$ cat src/rtl/pc_unit_if.sv
// Bundles the redirect inputs and PC-stage outputs of the program-counter stage.
// The master side (fetch/decode control) drives stall and redirects.
// The slave side (pc_unit) returns the fetch address and status.
interface pc_unit_if;
  logic        stall;
  logic        branch_taken;
  logic [31:0] Add_ALUresult;
  logic        jump;
  logic [25:0] instr_index;
  logic        jump_reg;
  logic [31:0] rs_data;
  logic [31:0] pc;
  logic [31:0] PCplus4;
  logic        delay_slot;
  logic        active;

  modport master (
    output stall, branch_taken, Add_ALUresult, jump, instr_index, jump_reg, rs_data,
    input  pc, PCplus4, delay_slot, active
  );

  modport slave (
    input  stall, branch_taken, Add_ALUresult, jump, instr_index, jump_reg, rs_data,
    output pc, PCplus4, delay_slot, active
  );
endinterface

$ cat src/rtl/pc_unit.sv
// Program counter with a one-instruction branch delay slot and halt-on-jump-to-zero.
// Latency: delay slot 1 edge after the redirect is sampled, target 2 unstalled edges after.
// Backpressure: stall freezes every register; a redirect seen on a stalled edge is dropped.
module pc_unit #(
  parameter logic [31:0] RESET_VECTOR = 32'hBFC00000
) (
  input  logic          clk,
  input  logic          rst_n,
  pc_unit_if.slave      pc_if
);

  typedef enum logic {NORMAL, DELAY} state_t;

  state_t      state_q, state_d;
  logic [31:0] pc_q, pc_d;
  logic [31:0] target_q, target_d;
  logic        active_q, active_d;
  logic [31:0] pc_plus4;
  logic        redirect;
  logic [31:0] sel_target;

  assign pc_plus4 = pc_q + 32'd4;
  assign redirect = pc_if.jump_reg | pc_if.jump | pc_if.branch_taken;

  // Redirect target selection: jump_reg wins over jump, jump over branch.
  always_comb begin
    sel_target = pc_if.Add_ALUresult;
    if (pc_if.jump_reg) begin
      sel_target = pc_if.rs_data;
    end else if (pc_if.jump) begin
      sel_target = {pc_plus4[31:28], pc_if.instr_index, 2'b00};
    end
  end

  // Next-state logic: sequential fetch, capture a redirect, or jump to the held target.
  always_comb begin
    state_d  = state_q;
    pc_d     = pc_q;
    target_d = target_q;
    active_d = active_q;
    if (!pc_if.stall && active_q) begin
      case (state_q)
        NORMAL: begin
          pc_d = pc_plus4;
          if (redirect) begin
            target_d = sel_target;
            state_d  = DELAY;
          end
        end
        DELAY: begin
          // A redirect in the delay slot is not honoured, so inputs are ignored here.
          pc_d    = target_q;
          state_d = NORMAL;
          if (target_q == 32'd0) begin
            active_d = 1'b0;
          end
        end
        default: state_d = NORMAL;
      endcase
    end
  end

  // State registers; reset discards any pending target.
  always_ff @(posedge clk or negedge rst_n) begin
    if (!rst_n) begin
      state_q  <= NORMAL;
      pc_q     <= RESET_VECTOR;
      target_q <= 32'd0;
      active_q <= 1'b1;
    end else begin
      state_q  <= state_d;
      pc_q     <= pc_d;
      target_q <= target_d;
      active_q <= active_d;
    end
  end

  assign pc_if.pc         = pc_q;
  assign pc_if.PCplus4    = pc_plus4;
  assign pc_if.delay_slot = (state_q == DELAY);
  assign pc_if.active     = active_q;

endmodule
$ cat src/flat_wrapper.sv
// flat-port wrapper written by rule: the top's interface ports become plain ports
module pc_unit_flat 
#(
  parameter logic [31:0] RESET_VECTOR = 32'hBFC00000
)
  (clk, rst_n, pc_if_stall, pc_if_branch_taken, pc_if_Add_ALUresult, pc_if_jump, pc_if_instr_index, pc_if_jump_reg, pc_if_rs_data, pc_if_pc, pc_if_PCplus4, pc_if_delay_slot, pc_if_active);
  pc_unit_if pc_if_i ();
  input  logic clk;
  input  logic rst_n;
  input wire logic [$bits(pc_if_i.stall)-1:0] pc_if_stall;
  input wire logic [$bits(pc_if_i.branch_taken)-1:0] pc_if_branch_taken;
  input wire logic [$bits(pc_if_i.Add_ALUresult)-1:0] pc_if_Add_ALUresult;
  input wire logic [$bits(pc_if_i.jump)-1:0] pc_if_jump;
  input wire logic [$bits(pc_if_i.instr_index)-1:0] pc_if_instr_index;
  input wire logic [$bits(pc_if_i.jump_reg)-1:0] pc_if_jump_reg;
  input wire logic [$bits(pc_if_i.rs_data)-1:0] pc_if_rs_data;
  output wire logic [$bits(pc_if_i.pc)-1:0] pc_if_pc;
  output wire logic [$bits(pc_if_i.PCplus4)-1:0] pc_if_PCplus4;
  output wire logic [$bits(pc_if_i.delay_slot)-1:0] pc_if_delay_slot;
  output wire logic [$bits(pc_if_i.active)-1:0] pc_if_active;
  assign pc_if_i.stall = pc_if_stall;
  assign pc_if_i.branch_taken = pc_if_branch_taken;
  assign pc_if_i.Add_ALUresult = pc_if_Add_ALUresult;
  assign pc_if_i.jump = pc_if_jump;
  assign pc_if_i.instr_index = pc_if_instr_index;
  assign pc_if_i.jump_reg = pc_if_jump_reg;
  assign pc_if_i.rs_data = pc_if_rs_data;
  assign pc_if_pc = pc_if_i.pc;
  assign pc_if_PCplus4 = pc_if_i.PCplus4;
  assign pc_if_delay_slot = pc_if_i.delay_slot;
  assign pc_if_active = pc_if_i.active;
  pc_unit #(.RESET_VECTOR(RESET_VECTOR)) u_core (.clk(clk), .rst_n(rst_n), .pc_if(pc_if_i));
endmodule
$ cat config.mk
export PLATFORM = sky130hd
export DESIGN_NAME = pc_unit_flat
export DESIGN_NICKNAME = d
export VERILOG_FILES = /design/src/rtl/pc_unit_if.sv /design/src/rtl/pc_unit.sv /design/src/flat_wrapper.sv
export SDC_FILE = /design/constraint.sdc
export NUM_CORES = 1
export LEC_CHECK = 0
export BUFFER_PORTS_ARGS = -buffer_cell sky130_fd_sc_hd__buf_2
export CORE_ASPECT_RATIO = 1.25
export CORE_UTILIZATION = 55
export DETAILED_ROUTE_END_ITERATION = 8
export HOLD_SLACK_MARGIN = 0.15
export PLACE_DENSITY = 0.87
export SLEW_MARGIN = 40
export SYNTH_ARGS = -nofsm -noshare
export SYNTH_HDL_FRONTEND = slang
export SYNTH_SLANG_ARGS = --single-unit
$ cat constraint.sdc
create_clock -name clk -period 4.8 [get_ports clk]
set_input_delay 0.48 -clock clk [delete_from_list [all_inputs] [get_ports clk]]
set_output_delay 0.48 -clock clk [all_outputs]
set_load 0.01 [all_outputs]
==> impl_metrics.ini <==
[outcome]
status = finished, final reports clean

[finish]
fin_area_sq_um = 5570
drive_gt1_frac = 0.303
n_antenna_cell = 0
final_common_cell = buf_2
nets = 781
layout_common_cells = buf_2 (159), nand2_1 (67), dfrtp_1 (56)
area_growth_pct = 21.7
post-route-util = 0.702

[cts]
holdBufCountCts = 0
cts.path.max_buffers = 2
post-cts-setup-buffer-count = 0
cts_resized = 0
cts_buffers = 9
cts_tree = yes
ctsRootBufferMaster = clkbuf_8
insertion_delay_ns = 0.35
clock-sinks = 66
h-tree-depth = 3
clkSlewWorstSetupHoldPaths_ns = 0.07

[logic_synthesis]
synth_cell_types = 61
yosys.area_share.adder = 0.00273
synth_area_per_cell_sq_um = 8.26
synth_area_sq_um = 4580
yosys_warnings = 0
ys_seq_elements = 66
async_flop_share = 1.00
synth-simple-area-share = 0.270
synth_top_family_by_area = simple AND/OR/NAND/NOR gates
synth_compound_area_frac = 0.188
muxShareOfSynthArea = 0.0766
ys_seq_area_frac = 0.364
syn-instance-count = 554
synthesis.nets = 651
synth-edff-count = 0
synth_xor_area_frac = 0.0459
synth-main-ff-cell = dfrtp_1

[placed_design]
placed_cell_area_sq_um = 5340
dp_hpwl_um = 9630
place_ws_ns = 2.36
port_buffers = 161
place_congestion = 0.878

[grt]
antenna_found_initial = 0
grt_usage = 0.307
gr-total-overflow = 0
first_global_vias = 4477
grt_pass1_wl_um = 21500
grt_max_degree = 67

[pwr]
power_uw = 1180
ir_drop_mv = 0.138
leakage_uw = 0.00269
cellPowerDensity_nw_per_um2 = 212

[timing]
slew_violations = 0
maxSlewHeadroom = 0.463
worst_pin_slew_ns = 0.805
hold_violations = 0
fin_ws_ns = 1.96
min_period_ns = 2.84
skew_ns = 0.0119
rsz0062_at_grt = false
period_share = 0.591
setup_tns_ns = 0
final-setup-viol-count = 0
clock.fmax_mhz = 352

[detailed_routing]
vias = 4844
drt_first_pass_iters = 5
routedWlPerCell_um = 16.9
drt_iter0_drc = 525
routed_via_density = 6.18
drcViolationCount = 0
wirelength_um = 13300
ant_nets = 0

[worst_setup_path]
arrival_ns = 2.36
startpoint_type = flip-flop
criticalPathCategory = flip-flop to output pin
end_kind = output pin
critPathMaxFanout = 12
critPathBufInv = 1
required_ns = 4.32
slowest_delay_ns = 0.52
path_delay_family = simple AND/OR/NAND/NOR gates
path_cells = ha_1 -> and3_1 -> and4_1 -> nand2_1 -> xnor2_1 -> buf_2
critPathSlowestCell = and4_1

[worst_hold_path]
holdCritPathClass = input port to asynchronous set/reset pin

[run]
max-cap-violations = 0

[floorplanning]
start_util = 0.577
ios = 162
fp.dieW_um = 83.6
coreArea_sq_um = 7930
die_y_um = 104
num_rows = 36
dieArea_sq_um = 8690
## worst register-to-register path, stage by stage, from the launching register on
cell      delay (ns)
dfstp_2         0.57
nor2b_2         0.14
buf_4           0.36
o311ai_4        0.17
nor3b_1         0.59
a31oi_1         0.18
## area by class of cell
type / instances / area (sq um)
Timing Repair Buffer: 166 / 852
Inverter: 8 / 30.0
Clock buffer: 11 / 141
Tap cell: 95 / 119
Clock inverter: 5 / 77.6
Fill cell: 634 / 2360
Sequential cell: 66 / 1660
Multi-Input combinational cell: 433 / 2680
## Yosys cell counts, types with 4 or more instances
master / number / area share
buf_1: 6 / 0.0049
buf_2: 13 / 0.014
nor3_1: 12 / 0.013
and3_1: 11 / 0.015
a22oi_1: 5 / 0.0082
o21ai_0: 50 / 0.055
nand3_1: 17 / 0.019
a31oi_1: 12 / 0.016
o211ai_1: 7 / 0.011
nor2b_1: 4 / 0.0055
a21oi_1: 39 / 0.043
and4_1: 10 / 0.019
nor2_1: 55 / 0.045
dfrtp_1: 56 / 0.31
nand2_1: 67 / 0.055
nand4_1: 13 / 0.018
xor2_1: 11 / 0.021
clkbuf_1: 23 / 0.019
nor4_1: 14 / 0.019
inv_1: 8 / 0.0066
dfstp_2: 10 / 0.057
mux2i_1: 35 / 0.077
xnor2_1: 13 / 0.025
or3_1: 4 / 0.0055
o2bb2ai_1: 5 / 0.0096
## state kept, by name, summed over array words and instances (netlist names)
| name | flops |
|---|---|
| u_core.pc_if.active | 1 |
| u_core.target_q | 32 |
| u_core.pc_if.pc | 32 |
| u_core.pc_if.delay_slot | 1 |
## power by group
part           switching, uW  internal [uW]
sequential                 0            556
clock                    220            305
combinational           51.6           48.8
total                    271            910
## cells by family after synthesis
family | count (synthesis)
AOI/OAI and AO/OA | 142
buffers and inverters | 55
xor gates and xnor gates | 24
adders and majority gates | 1
muxes | 35
DFF | 66
and+or+nand+nor | 231
## stage by stage
| step | hold WS [ns] | instances |
|---|---|---|
| 2_1_floorplan | 0.184 | 554 |
| 3_3_place_gp | 0.470 | 768 |
| 3_5_place_dp | 0.470 | 768 |
| 4_1_cts | 0.335 | 784 |
| 5_1_grt | 0.247 | 784 |
| 6_report | 0.211 | 784 |
## final timing paths
check / startpoint / endpoint / slack, ns / depth (start not counted)
worst min register to register: u_core.pc_if.active / u_core.pc_if.active / 0.49 / 1
max in group asynchronous: rst_n / u_core.target_q[31] / 4.17 / 2
min in group clk: pc_if_rs_data[4] / u_core.target_q[4] / 0.42 / 3
worst min-delay path: rst_n / u_core.target_q[4] / 0.21 / 2
worst max-delay path: u_core.pc_if.pc[3] / pc_if_PCplus4[22] / 1.96 / 6
worst max register to register: u_core.pc_if.active / u_core.target_q[31] / 2.66 / 5
## layer usage
metal	GRT usage	wire, um	vias up	share of wire
li1	-	-	2287	-
met1	0.394	5250	2216	0.40
met2	0.506	6480	300	0.49
met3	0.0429	1070	41	0.081
met4	0.149	468	0	0.035
met5	0	0	-	0
Power figures use the tool's default switching activity.
